<file path="config.mk">
export PLATFORM = sky130hd
export DESIGN_NAME = cnn_layer_accel_weight_table_loader
export DESIGN_NICKNAME = d
export VERILOG_FILES = /design/src/rtl/cnn_layer_accel_weight_table_loader.sv
export SDC_FILE = /design/constraint.sdc
export NUM_CORES = 1
export LEC_CHECK = 0
export ABC_AREA = 1
export BUFFER_PORTS_ARGS = -buffer_cell sky130_fd_sc_hd__buf_2
export CAP_MARGIN = 20
export CORE_ASPECT_RATIO = 1.2
export CORE_MARGIN = 2
export CORE_UTILIZATION = 50
export DETAILED_ROUTE_END_ITERATION = 16
export PLACE_DENSITY_LB_ADDON = 0.3
export SYNTH_ARGS = -nofsm -noshare
export SYNTH_HDL_FRONTEND = slang
export SYNTH_SLANG_ARGS = --single-unit
</file>
<file path="constraint.sdc">
create_clock -name clk_core -period 1.8 [get_ports clk_core]
set_input_delay 0.18 -clock clk_core [delete_from_list [all_inputs] [get_ports clk_core]]
set_output_delay 0.18 -clock clk_core [all_outputs]
set_load 0.02 [all_outputs]
</file>
<file path="src/rtl/cnn_layer_accel_weight_table_loader.sv">
// Write-side sequencer for the CE weight table: streams 3x3 kernel weights into the table,
// zero-padding each kernel out to C_KRNL_SLOTS writes, and brackets the load with config_mode/config_done.
module cnn_layer_accel_weight_table_loader #(
  parameter int unsigned C_WEIGHT_WIDTH     = 16,
  parameter int unsigned C_KRNL_WHTS        = 9,
  parameter int unsigned C_KRNL_SLOTS       = 16,
  parameter int unsigned C_CLG2_MAX_KERNELS = 6
) (
  input  logic                          clk_core,
  input  logic                          rst,
  input  logic                          job_start,
  input  logic [C_CLG2_MAX_KERNELS-1:0] num_kernels,
  input  logic                          wht_in_valid,
  input  logic [C_WEIGHT_WIDTH-1:0]     wht_in_data,
  output logic                          wht_in_ready,
  output logic                          config_mode,
  output logic                          wht_config_wren,
  output logic [C_WEIGHT_WIDTH-1:0]     wht_config_data,
  output logic                          config_done,
  output logic                          busy
);

  localparam int unsigned SLOT_W = $clog2(C_KRNL_SLOTS);
  localparam int unsigned KRN_W  = C_CLG2_MAX_KERNELS;

  localparam logic [SLOT_W-1:0] LAST_WHT  = SLOT_W'(C_KRNL_WHTS - 1);
  localparam logic [SLOT_W-1:0] LAST_SLOT = SLOT_W'(C_KRNL_SLOTS - 1);
  localparam logic [SLOT_W-1:0] SLOT_ONE  = SLOT_W'(1);
  localparam logic [KRN_W-1:0]  KRN_ONE   = KRN_W'(1);

  typedef enum logic [1:0] {
    S_IDLE,
    S_LOAD,
    S_PAD,
    S_DONE
  } state_e;

  state_e                    state_q,  state_d;
  logic [SLOT_W-1:0]         slot_q,   slot_d;
  logic [KRN_W-1:0]          kernel_q, kernel_d;
  logic [KRN_W-1:0]          last_k_q, last_k_d;
  logic                      mode_q,   mode_d;
  logic                      wren_q,   wren_d;
  logic [C_WEIGHT_WIDTH-1:0] wdata_q,  wdata_d;
  logic                      done_q,   done_d;
  logic                      handshake;

  assign wht_in_ready    = (state_q == S_LOAD);
  assign busy            = (state_q != S_IDLE);
  assign handshake       = wht_in_ready && wht_in_valid;
  assign config_mode     = mode_q;
  assign wht_config_wren = wren_q;
  assign wht_config_data = wdata_q;
  assign config_done     = done_q;

  // NOTE: combinational blocks use blocking '=' and assign every output a default first, so no latch is inferred.
  always_comb begin
    state_d  = state_q;
    slot_d   = slot_q;
    kernel_d = kernel_q;
    last_k_d = last_k_q;
    mode_d   = mode_q;
    wren_d   = 1'b0;
    wdata_d  = '0;
    done_d   = 1'b0;

    unique case (state_q)
      S_IDLE: ;
      S_LOAD: begin
        if (handshake) begin
          wren_d  = 1'b1;
          wdata_d = wht_in_data;
          slot_d  = slot_q + SLOT_ONE;
          if (slot_q == LAST_WHT) state_d = S_PAD;
        end
      end
      S_PAD: begin
        wren_d = 1'b1;
        if (slot_q == LAST_SLOT) begin
          slot_d = '0;
          if (kernel_q == last_k_q) begin
            state_d = S_DONE;
          end else begin
            kernel_d = kernel_q + KRN_ONE;
            state_d  = S_LOAD;
          end
        end else begin
          slot_d = slot_q + SLOT_ONE;
        end
      end
      S_DONE: begin
        done_d  = 1'b1;
        mode_d  = 1'b0;
        state_d = S_IDLE;
      end
      default: state_d = S_IDLE;
    endcase

    // A new job overrides everything except the done pulse of a job that just completed.
    // A weight handshaken in this same cycle belongs to the abandoned job and is dropped.
    if (job_start) begin
      state_d  = S_LOAD;
      slot_d   = '0;
      kernel_d = '0;
      last_k_d = num_kernels;
      mode_d   = 1'b1;
      wren_d   = 1'b0;
      wdata_d  = '0;
    end
  end

  // NOTE: sequential state uses non-blocking '<=' only; the async reset clears every register immediately.
  always_ff @(posedge clk_core or posedge rst) begin
    if (rst) begin
      state_q  <= S_IDLE;
      slot_q   <= '0;
      kernel_q <= '0;
      last_k_q <= '0;
      mode_q   <= 1'b0;
      wren_q   <= 1'b0;
      wdata_q  <= '0;
      done_q   <= 1'b0;
    end else begin
      state_q  <= state_d;
      slot_q   <= slot_d;
      kernel_q <= kernel_d;
      last_k_q <= last_k_d;
      mode_q   <= mode_d;
      wren_q   <= wren_d;
      wdata_q  <= wdata_d;
      done_q   <= done_d;
    end
  end

endmodule

</file>
[Word level (Yosys, flattened, before mapping)]
Index checks and enable logic that the tools add are counted.
Word-level totals
  register bits after elaboration: 37
  input port bits: 26
  output and inout bits: 21
  logic and storage cells: 53
Cells by class
  $add $sub $neg: 2
  equality and inequality tests: 10
  mux-type cells: 23
  reductions and logical operators: 10
Operators by type and width (number)
  2-to-1 mux 16 bit: 3
  2-to-1 mux 6 bit: 4
  2-to-1 mux 4 bit: 3
  2-to-1 mux 2 bit: 5
  equality test 4 bit, second input constant: 2
  case mux 4 bit (2 select lines): 1
  nonzero test 2 bit: 4
  adder 6 x 1 -> 6 bit, second input constant: 1
  equality test 6 bit: 1
  != test 3 x 2 -> 1 bit, second input constant: 2
  case mux 2 bit (3 select lines): 1
  2-to-1 mux 1 bit: 5
  adder 4 x 1 -> 4 bit, second input constant: 1
  equality test 2 bit, second input constant: 2
  AND reduction 4 bit: 1
  nonzero test 4 bit: 1
  != test 3 bit, second input constant: 1
  AND reduction 3 bit: 1
  nonzero test 3 bit: 1
  equality test 2 x 1 -> 1 bit, second input constant: 1
  != test 2 bit, second input constant: 1
  case mux 1 bit (2 select lines): 1
  AND reduction 2 bit: 1
  logical AND 1 bit: 1

[Longest topological paths before layout]
Gate-level depths: netlist of run 1.
  word-level depth: 5
  gate-level depth with buffers: 9
  depth with buffers taken out: 9

[Worst setup path after synthesis of run 1]
Ideal clock, no wire load.
  kind: register -> register
  from: register state_q[1]
  to: register slot_q[0]
  setup time: 0.121 ns
  arrival: 1.378 ns
  data required time: 1.679 ns
  slack: 0.301 ns
  stages on the path, launching flop included: 10
  buffers on the path: 0
  clock period less this slack: 1.499 ns
  cells stage by stage: dfrtp_1 -> inv_1 -> ha_1 -> inv_2 -> nor2_2 -> inv_2 -> o21ai_2 -> inv_2 -> nand2_1 -> a21oi_1
On the way
  word-level cells in the longest chain between the ends: 4
  elaborated cells on any way between the ends: 8
  classes of those cells: 3 x eq/ne; 2 x mux; 3 x reduce/logical
RTL lines
  from (decl): line 38  | state_e state_q, state_d;
  from (signal assigned): line 124  | state_q <= state_d;
  equality test 2 x 1 -> 1 bit *: line 48  | assign wht_in_ready = (state_q == S_LOAD);
  named net wht_in_ready: line 15  | output logic wht_in_ready,
  logical AND 1 bit: line 50  | assign handshake = wht_in_ready && wht_in_valid;
  != test 3 x 2 -> 1 bit (no line)
  AND reduction 2 bit (no line)
  to (signal assigned): line 125  | slot_q <= slot_d;
  to (decl): line 39  | logic [SLOT_W-1:0] slot_q, slot_d;
The timed path passes the listed nets; every way through them passes the cells marked *.
A chain may end at the register's enable or synchronous reset.

[Final worst setup path of run 1]
  from: register state_q[1]
  to: register slot_q[3]
On the way
  word-level cells in the longest chain between the ends: 4
  elaborated cells on any way between the ends: 8
  classes of those cells: 3 x eq/ne; 2 x mux; 3 x reduce/logical
RTL lines (line)
  equality test 2 x 1 -> 1 bit: 48, 67
  logical AND 1 bit: 50
  != test 3 x 2 -> 1 bit (no line)
  AND reduction 2 bit (no line)
Several ways; a longest one is shown, not always the timed one.

==> results of run 1 <==
==> timing repair <==
item | in CTS | in global routing
setup buffers | 0 | 0
endpoints found under the setup margin | 0 | 0
hold endpoints to repair | 37 | 0
hold buffers | 1 | 0
==> Yosys cell counts <==
library cell,n,area (sq um)
sky130_fd_sc_hd__inv_4,2,12.5
sky130_fd_sc_hd__inv_1,18,67.6
sky130_fd_sc_hd__nor2_1,27,101
sky130_fd_sc_hd__nand3_1,14,70.1
sky130_fd_sc_hd__nand4_1,1,6.26
sky130_fd_sc_hd__o21ai_1,4,20.0
sky130_fd_sc_hd__buf_1,1,3.75
sky130_fd_sc_hd__xnor2_1,2,17.5
sky130_fd_sc_hd__nor2_2,1,6.26
sky130_fd_sc_hd__ha_1,7,87.6
sky130_fd_sc_hd__nand3_2,1,10.0
sky130_fd_sc_hd__inv_2,4,15.0
sky130_fd_sc_hd__nor2_4,3,33.8
sky130_fd_sc_hd__dfrtp_1,37,926
sky130_fd_sc_hd__o21ai_0,5,25.0
sky130_fd_sc_hd__nand2_4,3,33.8
sky130_fd_sc_hd__clkbuf_1,1,3.75
sky130_fd_sc_hd__o21ai_2,2,17.5
sky130_fd_sc_hd__buf_6,1,11.3
sky130_fd_sc_hd__nand2_2,1,6.26
sky130_fd_sc_hd__a21oi_1,4,20.0
sky130_fd_sc_hd__buf_2,2,10.0
sky130_fd_sc_hd__xor2_1,3,26.3
sky130_fd_sc_hd__nand2_1,67,251
==> how the worst max path moves through the flow <==
stage | from | to | cells after the start
detailed placement | state_q[1] | slot_q[0] | 9
finish | state_q[1] | slot_q[3] | 9
global placement | state_q[1] | slot_q[0] | 9
CTS | state_q[1] | slot_q[0] | 9
global route | state_q[1] | slot_q[0] | 9
floorplan | state_q[1] | slot_q[0] | 9
==> state kept, by name, summed over array words and instances, names as in the netlist <==
signal / count
config_mode: 1
state_q: 2
wht_config_data: 16
last_k_q: 6
config_done: 1
slot_q: 4
kernel_q: 6
wht_config_wren: 1
==> critical path, delay by kind of cell (launching register included) <==
family | cells | cell delay [ns]
flops | 1 | 0.42
buf+inv | 4 | 0.37
compound gates | 2 | 0.27
simple gates | 2 | 0.21
fa+ha+maj | 1 | 0.20
==> logic make-up after synthesis <==
family | synth area share
XOR/XNOR | 0.0246
flip-flops | 0.519
adder cells (fa/ha/maj) | 0.0491
AND/OR/NAND/NOR | 0.291
buffers and inverters | 0.0695
AO/OA/AOI/OAI | 0.0463
==> final cells by class <==
type / count / area [sq um]
fillers: 302 / 1200
flip-flops and latches: 37 / 926
multi-input cells: 145 / 733
repair buffers: 49 / 255
inverters: 24 / 95.1
clock buffers: 5 / 68.8
clock inverters: 3 / 46.3
well taps: 37 / 46.3
==> where the power goes <==
group | total (mW) | switching [mW] | leakage (nW) | internal, mW
Sequential | 1.12 | 0.128 | 0.488 | 0.988
Combinational | 0.876 | 0.564 | 0.663 | 0.312
Clock | 0.719 | 0.305 | 0.0543 | 0.414
Total | 2.71 | 0.996 | 1.21 | 1.71
==> through the flow <==
step	area [sq um]	std cells	setup WS [ns]	total power [mW]	util
6_report	2170	300	0.235	2.71	0.645
5_1_grt	2170	300	0.0365	2.93	0.645
4_1_cts	2170	300	0.231	2.75	0.645
3_5_place_dp	2050	291	0.251	2.01	0.608
3_3_place_gp	2050	291	0.306	1.99	0.608
2_1_floorplan	1780	211	0.301	1.79	-
==> routing by layer <==
layer,GRT usage,vias up,routed length [um]
met5,0,-,0
met4,0.0698,0,47
met3,0.0709,5,204
met2,0.300,44,1620
met1,0.209,656,1330
li1,-,748,-
==> metrics.log, run 1 <==
[metrics] Synth Warn #: 0
[metrics] cell repeated most along the worst path: sky130_fd_sc_hd__inv_2
[metrics] peak fanout along the critical path: 17
[metrics] reg-to-reg critical path endpoint: slot_q[3]
[metrics] shortest period the worst path allows: approximately 1.6 ns
[metrics] Peak VDD IR: 1.04 mV
[metrics] Final #Nets: 295
[metrics] unrepaired setup endpoints after global routing: no
[metrics] final hold violations: 0
[metrics] total die area: between 4000 and 5000 sq um
[metrics] routability congestion estimate: ~0.79
[metrics] Worst-Margin Slew: about 0.47 ns
[metrics] flip-flop and latch count after synthesis: 37
[metrics] Static Leakage: about 1.2 nW
[metrics] number of top-level pins: between 40 and 50
[metrics] start-to-end type of the worst setup path: reg -> reg
[metrics] drt wl/cell: 10.7 um
[metrics] vias in the first global route: around 1.4k
[metrics] normalized max-slew margin: 0.689
[metrics] count of routing violations after the opening detailed-route iteration: 49
[metrics] standard cell core area: between 3000 and 4000 sq um
[metrics] Yosys cell types: 24
[metrics] startpoint of the worst-slack reg-to-reg timing path: state_q[1]
[metrics] row count: 23
[metrics] syn nets: ~240
[metrics] count of max-cap constraint violations: 0
[metrics] worst hold-check path type: in -> reg
[metrics] chip width: between 50 and 60 um
[metrics] reg-to-reg setup timing slack: approximately 0.23 ns
[metrics] power density over the cells: approximately 1200 nW/um^2
[metrics] register area share after synthesis: 0.519
[metrics] commonest cells after routing, fill and taps aside: 67 x sky130_fd_sc_hd__nand2_1, 46 x sky130_fd_sc_hd__buf_2, 37 x sky130_fd_sc_hd__dfrtp_1
[metrics] clock transition at the register clock pins on the worst setup and hold paths after CTS: approximately 0.080 ns
[metrics] # setup viols final: 0
[metrics] Post-Syn Area: between 1500 and 2000 sq um
[metrics] arrival time at the worst endpoint: around 1.8 ns
[metrics] Synth Area per Inst: 8.45 sq um
[metrics] maximum number of pins on one net before global-route repair: 38
[metrics] instance count of the mapped netlist: 211
[metrics] worst hold slack across all endpoints: 0.0891 ns
[metrics] slowest stage delay, CP: approximately 0.42 ns
[metrics] Skew-Pair Late Insertion Delay: approximately 0.30 ns
[metrics] result of the run: completed
[metrics] initial antenna violation count: 0
[metrics] clock net sink count: 37
[metrics] maximum root-to-sink buffer count: 2
[metrics] overall via count from detail_route: between 1k and 1.5k
[metrics] number of cells on the worst hold path: 3
[metrics] number of search-and-repair iterations in the first detailed-routing pass: 6
[metrics] required arrival time at the worst endpoint: around 2 ns
[metrics] endpoint of the worst hold path: last_k_q[3]
[metrics] CP cell instances: inv_1 > ha_1 > inv_2 > nor2_2 > inv_2 > o21ai_2 > inv_2 > nand2_1 > o21ai_1
[metrics] launch instance of the worst min-delay path: num_kernels[3]
[metrics] Worst Reg2Reg Path Length in Cells: 9
[metrics] Detail Route Antenna Nets: 0
[metrics] type of element launching the critical path: flop
[metrics] number of resized instances in the post-cts repair step: 0
[metrics] type of element capturing the critical path: flop
[metrics] diodes inserted: 0
[metrics] fmax: roughly 640 MHz
[metrics] Max Transition Viols Final: 0
[metrics] Die Y: 69.4 um
[metrics] initial cell density of the core: 0.530
[metrics] accumulated negative setup slack: 0 ns
[metrics] total detailed-routing wirelength: 3200 um
[metrics] leading cell type in the layout, fill and taps excluded: sky130_fd_sc_hd__nand2_1
[metrics] area growth from synthesis to final layout: 21.8%
[metrics] root buffer cell: sky130_fd_sc_hd__clkbuf_8
[metrics] vias per cell: a little under 5
[metrics] clock tree from TritonCTS: built
[metrics] Max stage delay cell, worst path: sky130_fd_sc_hd__dfrtp_1
[metrics] global routing usage summed across all routing layers: 0.182
[metrics] H-tree depth: 2
[metrics] Worst Skew: approximately 0.0054 ns
[metrics] fraction of layout instances using a drive strength above 1: 0.278
[metrics] global-route wire length before repair: 5690 um
[metrics] Post-DP HPWL: around 2300 um
[metrics] clock buffer count from CTS: 5
[metrics] remaining routing DRC violations: 0
[metrics] number of buffers inserted by port buffering: 46
[metrics] Congestion Overflow GR: 0
[metrics] part of the cycle the worst path needs: 0.869
No activity file was read; power rests on OpenSTA's default activity.
==> inputs of run 2 (changes only) <==
==> constraint.sdc (replaced) <==
create_clock -name clk_core -period 1.9 [get_ports clk_core]
set_input_delay 0.19 -clock clk_core [delete_from_list [all_inputs] [get_ports clk_core]]
set_output_delay 0.19 -clock clk_core [all_outputs]
set_load 0.02 [all_outputs]
==> run 2 against run 1 <==
Effect of this change:
- the flow now finishes with violations (hold timing)
- setup slack better by 0.11 ns
- maximum frequency up 0.66%
- clock-buffer cell count up 1
- combinational power down 5.6%
- global-route usage up 0.34 points
- sequential power down 4%
- critical endpoint is now slot_q[0]
- largest cell class unchanged
- highest routed layer unchanged
==> metrics.log, run 2 (synthesis gave the netlist of run 1 again) <==
[metrics] global-route wire length before repair: 5810 um (+2.2%)
[metrics] vias in the first global route: 1,379 (-1.6%)
[metrics] worst hold slack across all endpoints: -0.00792 ns (-0.0970 ns)
[metrics] count of routing violations after the opening detailed-route iteration: 56 (+14%)
[metrics] Combinational Power Share: 0.343 (+0.020)
[metrics] peak fanout along the critical path: 17 (unchanged)
[metrics] number of buffers inserted by port buffering: 46 (unchanged)
[metrics] vias per cell: 4.79 (-1.1%)
[metrics] Post-DP HPWL: 2290 um (-2.0%)
[metrics] count of buffering cells on the critical path with inverters included: 4 (unchanged)
[metrics] Peak VDD IR: 0.888 mV (-14%)
[metrics] accumulated negative setup slack: 0 ns (unchanged)
[metrics] min setup slack post-route: 0.345 ns (+0.110 ns)
[metrics] Max stage delay cell, worst path: sky130_fd_sc_hd__dfrtp_1
[metrics] max reg flops: 16 (unchanged)
[metrics] Congestion Overflow GR: 0 (unchanged)
[metrics] fmax: 643 MHz (+0.66%)
[metrics] result of the run: finished, violations left
[metrics] final hold violations: 11 (+11)
[metrics] required arrival time at the worst endpoint: 2.07 ns (+0.08 ns)
[metrics] number of search-and-repair iterations in the first detailed-routing pass: 4 (-2)
[metrics] CP cell instances: inv_1 > ha_1 > inv_2 > nor2_2 > inv_2 > o21ai_2 > inv_2 > nand2_1 > a21oi_1
[metrics] power density over the cells: 1140 nW/um^2 (-8.9%)
[metrics] number of resized instances in the post-cts repair step: 0 (unchanged)
[metrics] routability congestion estimate: 0.837 (+5.5%)
[metrics] total power: 2.41 mW (-11%)
[metrics] standard cell core area: 3370 sq um (unchanged)
[metrics] part of the cycle the worst path needs: 0.818 (-0.0512)
[metrics] fraction of layout instances using a drive strength above 1: 0.272 (-0.00554)
[metrics] count of max-cap constraint violations: 0 (unchanged)
[metrics] global routing usage summed across all routing layers: 0.186 (+0.00338)
[metrics] shortest period the worst path allows: 1.55 ns (-0.0103 ns)
[metrics] Static Leakage: 1.19 nW (-1.5%)
[metrics] Placement Cell Area: 2040 sq um (-0.37%)
[metrics] chip width: 58.5 um (unchanged)
[metrics] Max Transition Viols Final: 0 (unchanged)
[metrics] startpoint of the worst-slack reg-to-reg timing path: state_q[1]
[metrics] clock tree from TritonCTS: built
[metrics] worst hold-check path type: in -> async
[metrics] Worst-Margin Slew: 0.457 ns (-0.00902 ns)
[metrics] leading cell type in the layout, fill and taps excluded: sky130_fd_sc_hd__nand2_1
[metrics] crit path from: state_q[1]
[metrics] net load switching power: 927 uW (-7.0%)
[metrics] initial cell density of the core: 0.530 (unchanged)
[metrics] initial antenna violation count: 0 (unchanged)
[metrics] drt wl/cell: 10.8 um (+1.0%)
[metrics] arrival time at the worst endpoint: 1.73 ns (-0.02 ns)
[metrics] total detailed-routing wirelength: 3210 um (+0.37%)
[metrics] normalized max-slew margin: 0.695 (+0.00601)
[metrics] type of element capturing the critical path: flop
[metrics] root buffer cell: sky130_fd_sc_hd__clkbuf_8
[metrics] Detail Route Antenna Nets: 0 (unchanged)
[metrics] # setup viols final: 0 (unchanged)
[metrics] Clk network pwr share: 0.215 (-0.050)
[metrics] commonest cells after routing, fill and taps aside: 67 x sky130_fd_sc_hd__nand2_1, 46 x sky130_fd_sc_hd__buf_2, 37 x sky130_fd_sc_hd__dfrtp_1
[metrics] Hold Buf Count CTS: 0 (-1)
[metrics] Setup Buffers After CTS: 0 (unchanged)
[metrics] unrepaired setup endpoints after global routing: no
[metrics] remaining routing DRC violations: 0 (unchanged)
[metrics] type of element launching the critical path: flop
[metrics] H-tree depth: 2 (unchanged)
[metrics] clock buffer count from CTS: 5 (unchanged)
[metrics] Worst path top cell family by delay: flip-flops
[metrics] clock net sink count: 37 (unchanged)
[metrics] slowest stage delay, CP: 0.42 ns (about the same)
[metrics] number of top-level pins: 47 (unchanged)
[metrics] Net Sw Frac: 0.384 (+0.0167)
[metrics] clock transition at the register clock pins on the worst setup and hold paths after CTS: 0.07 ns (about the same)
[metrics] Worst Skew: 0.00306 ns (-0.00238 ns)
[metrics] area growth from synthesis to final layout: 18.9%
[metrics] cell repeated most along the worst path: sky130_fd_sc_hd__inv_2
[metrics] Int Pwr: 1.48 mW (-13%)
[metrics] Final #Nets: 293 (-0.68%)
[metrics] Skew-Pair Late Insertion Delay: 0.28 ns (-0.02 ns)
[metrics] violated checks: hold timing
[metrics] Die Y: 69.4 um (unchanged)
[metrics] total non-filler cell area in the finished layout: 2120 sq um (-2.3%)
[metrics] worst-case setup slack after placement: 0.338 ns (+0.0873 ns)
[metrics] row count: 23 (unchanged)
[metrics] diodes inserted: 0 (unchanged)
[metrics] overall via count from detail_route: 1,427 (-1.8%)
[metrics] maximum number of pins on one net before global-route repair: 38 (unchanged)
[metrics] power share of the sequential group: 0.442 (+0.030)
[metrics] start-to-end type of the worst setup path: reg -> reg
[metrics] maximum root-to-sink buffer count: 2 (unchanged)
[metrics] total die area: 4060 sq um (unchanged)
[run 2: worst paths after layout]
| kind | end | cells after the start | slack [ns] |
|---|---|---|---|
| worst max-delay path | slot_q[0] | 9 | 0.35 |
| worst min-delay path | wht_config_data[11] | 3 | -0.008 |
| worst max register to register | slot_q[0] | 9 | 0.35 |
| worst min register to register | config_mode | 2 | 0.48 |
| max in group asynchronous | kernel_q[5] | 3 | 1.58 |
| min in group clk_core | last_k_q[3] | 3 | 0.10 |
[run 2: worst reg2reg max path: stages (launching register included)]
cell                      delay (ns)
sky130_fd_sc_hd__dfrtp_1        0.42
sky130_fd_sc_hd__inv_1          0.10
sky130_fd_sc_hd__ha_1           0.20
sky130_fd_sc_hd__inv_2          0.06
sky130_fd_sc_hd__nor2_2         0.11
sky130_fd_sc_hd__inv_2          0.14
sky130_fd_sc_hd__o21ai_2        0.21
sky130_fd_sc_hd__inv_2          0.08
sky130_fd_sc_hd__nand2_1        0.08
sky130_fd_sc_hd__a21oi_1        0.06
[run 2: area by class of cell]
| type | count | area (sq um) |
|---|---|---|
| inverters | 24 | 95.1 |
| fillers | 290 | 1250 |
| flip-flops and latches | 37 | 926 |
| clock buffers | 6 | 72.6 |
| clock inverters | 2 | 10.0 |
| repair buffers | 47 | 238 |
| well taps | 37 | 46.3 |
| multi-input cells | 145 | 733 |
[run 2: routing by layer]
metal / part of all wire / wire length [um] / vias up / global-route usage
li1: - / - / 746 / -
met2: 0.48 / 1560 / 40 / 0.298
met3: 0.056 / 179 / 8 / 0.0410
met1: 0.44 / 1420 / 633 / 0.234
met4: 0.019 / 62 / 0 / 0.0853
met5: 0 / 0 / - / 0
[run 2: stage by stage]
stage | hold WS [ns] | cells | util
after floorplan | 0.307 | 211 | -
after global placement | 0.316 | 290 | 0.605
after detailed placement | 0.322 | 290 | 0.605
after CTS | 0.00939 | 298 | 0.630
after global routing | 0.0601 | 298 | 0.630
final | -0.00792 | 298 | 0.630
[run 2: power groups by stage]
stage	Sequential [mW]	Combinational (mW)	Clock, mW
after floorplan	1.11	0.577	0
after global placement	1.07	0.821	0
after detailed placement	1.08	0.831	0
after CTS	1.07	0.840	0.535
after global routing	1.08	0.954	0.565
final	1.07	0.827	0.519
==> inputs of run 3 (changes only) <==
--- a/config.mk
+++ b/config.mk
@@ -5,12 +5,12 @@
 export SDC_FILE = /design/constraint.sdc
 export NUM_CORES = 1
 export LEC_CHECK = 0
-export ABC_AREA = 1
+export ABC_AREA = 0
 export BUFFER_PORTS_ARGS = -buffer_cell sky130_fd_sc_hd__buf_2
 export CAP_MARGIN = 20
 export CORE_ASPECT_RATIO = 1.2
 export CORE_MARGIN = 2
-export CORE_UTILIZATION = 50
+export CORE_UTILIZATION = 46
 export DETAILED_ROUTE_END_ITERATION = 16
 export PLACE_DENSITY_LB_ADDON = 0.3
 export SYNTH_ARGS = -nofsm -noshare
==> constraint.sdc (replaced) <==
create_clock -name clk_core -period 1.4 [get_ports clk_core]
set_input_delay 0.14 -clock clk_core [delete_from_list [all_inputs] [get_ports clk_core]]
set_output_delay 0.14 -clock clk_core [all_outputs]
set_load 0.02 [all_outputs]
==> run 3 against run 2 <==
Effect of this change:
- the flow finishes with violations (setup timing)
- area after synthesis down 8.6%
- synthesized cell count fell by 34%
- clock skew is 0.0087 ns higher
- clock-buffer cell count unchanged
- sequential power rose by 21%
- global-route usage rose by 1.8 points
- critical path depth shrank 4
- power increased by 55%
==> metrics.log, run 3 <==
[metrics] Synth Warn #: 0 (unchanged)
[metrics] global routing usage summed across all routing layers: 0.204 (+0.0182)
[metrics] most instantiated library cell after synthesis: sky130_fd_sc_hd__dfrtp_1
[metrics] flip-flop and latch count after synthesis: 37 (unchanged)
[metrics] Final #Nets: 256 (-13%)
[metrics] result of the run: finished, violations left
[metrics] number of top-level pins: 47 (unchanged)
[metrics] placed insts: 241 (-17%)
[metrics] power density over the cells: 1530 nW/um^2 (+34%)
[metrics] count of max-cap constraint violations: 0 (unchanged)
[metrics] number of search-and-repair iterations in the first detailed-routing pass: 4 (unchanged)
[metrics] number of buffers inserted by port buffering: 46 (unchanged)
[metrics] Skew-Pair Late Insertion Delay: 0.29 ns (about the same)
[metrics] Placement Cell Area: 2110 sq um (+3.6%)
[metrics] remaining routing DRC violations: 0 (unchanged)
[metrics] fmax: 598 MHz (-7.0%)
[metrics] clock transition at the register clock pins on the worst setup and hold paths after CTS: 0.08 ns (about the same)
[metrics] min setup slack post-route: -0.271 ns (-0.617 ns)
[metrics] fraction of post-synthesis cell area in the top cell type by area: 0.568 (+0.0486)
[metrics] type of element launching the critical path: flop
[metrics] Yosys cell types: 33 (+38%)
[metrics] Detail Route Antenna Nets: 0 (unchanged)
[metrics] commonest cells in the synthesized netlist: 37 x sky130_fd_sc_hd__dfrtp_1, 16 x sky130_fd_sc_hd__and2_1, 8 x sky130_fd_sc_hd__inv_1, 8 x sky130_fd_sc_hd__nand2_1, 8 x sky130_fd_sc_hd__o21ai_1
[metrics] start-to-end type of the worst setup path: reg -> reg
[metrics] Synth Area per Inst: 11.7 sq um (+39%)
[metrics] chip width: 58.3 um (-0.28%)
[metrics] number of synthesized flops with an enable pin: 0 (unchanged)
[metrics] commonest cells after routing, fill and taps aside: 44 x sky130_fd_sc_hd__buf_2, 36 x sky130_fd_sc_hd__dfrtp_1, 24 x sky130_fd_sc_hd__buf_4
[metrics] cell type with the largest total area after synthesis: sky130_fd_sc_hd__dfrtp_1
[metrics] root buffer cell: sky130_fd_sc_hd__clkbuf_8
[metrics] utilization of the core after routing: 0.728 (+0.0981)
[metrics] overall via count from detail_route: 1,335 (-6.4%)
[metrics] global-route wire length before repair: 6190 um (+6.5%)
[metrics] worst hold-check path type: in -> reg
[metrics] clock tree from TritonCTS: built
[metrics] routability congestion estimate: 0.764 (-8.7%)
[metrics] H-tree depth: 2 (unchanged)
[metrics] most used flip-flop cell after synthesis: sky130_fd_sc_hd__dfrtp_1
[metrics] leading cell type in the layout, fill and taps excluded: sky130_fd_sc_hd__buf_2
[metrics] Congestion Overflow GR: 0 (unchanged)
[metrics] top post-synthesis cells by area: sky130_fd_sc_hd__dfrtp_1 57%, sky130_fd_sc_hd__and2_1 6.1%, sky130_fd_sc_hd__ha_1 5.4%, sky130_fd_sc_hd__mux2_2 4.8%, sky130_fd_sc_hd__o21ai_1 2.5%
[metrics] type of element capturing the critical path: flop
[metrics] Max Transition Viols Final: 0 (unchanged)
[metrics] initial antenna violation count: 0 (unchanged)
[metrics] max reg flops: 16 (unchanged)
[metrics] count of routing violations after the opening detailed-route iteration: 23 (-59%)
[metrics] final non-filler cell total: 261 (-12%)
[metrics] peak fanout along the critical path: 6 (-11)
[metrics] maximum root-to-sink buffer count: 2 (unchanged)
[metrics] Die Y: 69.2 um (-0.29%)
[metrics] arrival time at the worst endpoint: 1.84 ns (+0.11 ns)
[metrics] Worst Reg2Reg Path Length in Cells: 5 (-4)
[metrics] register area share after synthesis: 0.568 (+0.0486)
[metrics] final hold violations: 0 (-11)
[metrics] unrepaired setup endpoints after global routing: yes
[metrics] normalized max-slew margin: 0.720 (+0.0246)
[metrics] clock buffer count from CTS: 5 (unchanged)
[metrics] required arrival time at the worst endpoint: 1.57 ns (-0.50 ns)
[metrics] total power: 3.74 mW (+55%)
[metrics] standard cell core area: 3370 sq um (unchanged)
[metrics] Filler Cells Inserted: 231 (-20%)
[metrics] Post-Syn Area: 1630 sq um (-8.6%)
[metrics] # setup viols final: 12 (+12)
[metrics] Worst-Margin Slew: 0.420 ns (-0.0373 ns)
[metrics] accumulated negative setup slack: -2.07 ns (-2.07 ns)
[metrics] vias in the first global route: 1,445 (+4.8%)
[metrics] Peak VDD IR: 1.35 mV (+52%)
[metrics] Worst Skew: 0.0117 ns (+0.00865 ns)
[metrics] drt wl/cell: 14.9 um (+39%)
[metrics] initial cell density of the core: 0.484 (-0.0453)
[metrics] instance count of the mapped netlist: 139 (-34%)
[metrics] area growth from synthesis to final layout: 50.3%
[metrics] part of the cycle the worst path needs: 1.19 (+0.376)
[metrics] number of cells on the worst hold path: 2
[metrics] shortest period the worst path allows: 1.67 ns (+0.117 ns)
[metrics] clock net sink count: 37 (unchanged)
[metrics] syn nets: 172 (-30%)
[metrics] row count: 23 (unchanged)
[metrics] ys async rst share: 1.00 (unchanged)
[metrics] diodes inserted: 0 (unchanged)
[metrics] fraction of layout instances using a drive strength above 1: 0.558 (+0.286)
[metrics] total detailed-routing wirelength: 3900 um (+21%)
[metrics] violated checks: setup timing
[metrics] Static Leakage: 1.24 nW (+4.7%)
[metrics] total non-filler cell area in the finished layout: 2450 sq um (+16%)
[metrics] vias per cell: 5.11 (+6.8%)
[metrics] total die area: 4040 sq um (-0.57%)
[metrics] maximum number of pins on one net before global-route repair: 29 (-24%)
[metrics] Post-DP HPWL: 2520 um (+10%)
## run 3: changes by cell type in the layout (fill, tap and decap cells not counted), moves of 5 or more
cell,delta
sky130_fd_sc_hd__buf_4,+23
sky130_fd_sc_hd__inv_1,-13
sky130_fd_sc_hd__o21ai_0,-5
sky130_fd_sc_hd__mux2_2,+6
sky130_fd_sc_hd__nor2_1,-26
sky130_fd_sc_hd__nand2_1,-60
sky130_fd_sc_hd__and2_4,+8
sky130_fd_sc_hd__buf_6,+9
sky130_fd_sc_hd__and2_1,+8
sky130_fd_sc_hd__nand3_1,-9
## run 3: layout make-up
class,count,area [sq um],area share
clock inverter,2,38.8,0.0158
timing repair buffer,79,532,0.217
sequential,37,927,0.378
multi-input combinational,92,805,0.328
inverter,8,30.0,0.0123
tap,37,46.3,0.0189
clock buffer,6,72.6,0.0296
## run 3: final timing paths
kind                           startpoint  slack (ns)                 end
setup / recovery              kernel_q[1]       -0.27         kernel_q[5]
hold / removal             wht_in_data[1]        0.05  wht_config_data[1]
setup reg to reg              kernel_q[1]       -0.27         kernel_q[5]
hold reg to reg               config_mode        0.49         config_mode
max in group asynchronous             rst        0.50          state_q[1]
min in group asynchronous             rst        0.39  wht_config_data[0]
## run 3: layer usage
metal / track usage / share of wire
met1: 0.215 / 0.38
met2: 0.368 / 0.55
met3: 0.0597 / 0.044
met4: 0.0775 / 0.026
met5: 0 / 0
## run 3: power breakdown
group / internal [mW] / total, mW / switching (mW)
sequential: 1.21 / 1.30 / 0.0865
combinational: 0.793 / 1.53 / 0.740
clock: 0.534 / 0.910 / 0.376
## run 3: kinds of logic after synthesis
logic type      count (synthesis)  share of synthesized area
buf+inv                        12                     0.0330
fa+ha+maj                       7                     0.0537
compound gates                 23                     0.0967
mux                             7                     0.0484
flops                          37                      0.568
simple gates                   46                      0.163
xor+xnor                        7                     0.0376
## run 3: stage by stage
stage                     hold slack [ns]  setup slack, ns
after floorplan                     0.269           -0.281
after global placement              0.144           -0.294
after detailed placement            0.149           -0.329
after CTS                          0.0473           -0.285
after global routing               0.0454           -0.336
final                              0.0535           -0.271
## run 3: worst max-delay path, stage by stage (launching register included)
cell	delay (ns)
sky130_fd_sc_hd__dfrtp_1	0.38
sky130_fd_sc_hd__xor2_1	0.16
sky130_fd_sc_hd__or4_4	0.56
sky130_fd_sc_hd__o21ai_4	0.22
sky130_fd_sc_hd__nor4_2	0.08
sky130_fd_sc_hd__o21ba_1	0.16
## run 3: timing repair
action / 4_1_cts / 5_1_grt
resized for setup: 21 / 17
gates cloned: 1 / 1
pin swaps: 17 / 19
hold endpoints to repair: 9 / 0
buffers inserted: 9 / 2
endpoints found under the setup margin: 30 / 30
hold buffers: 1 / 0
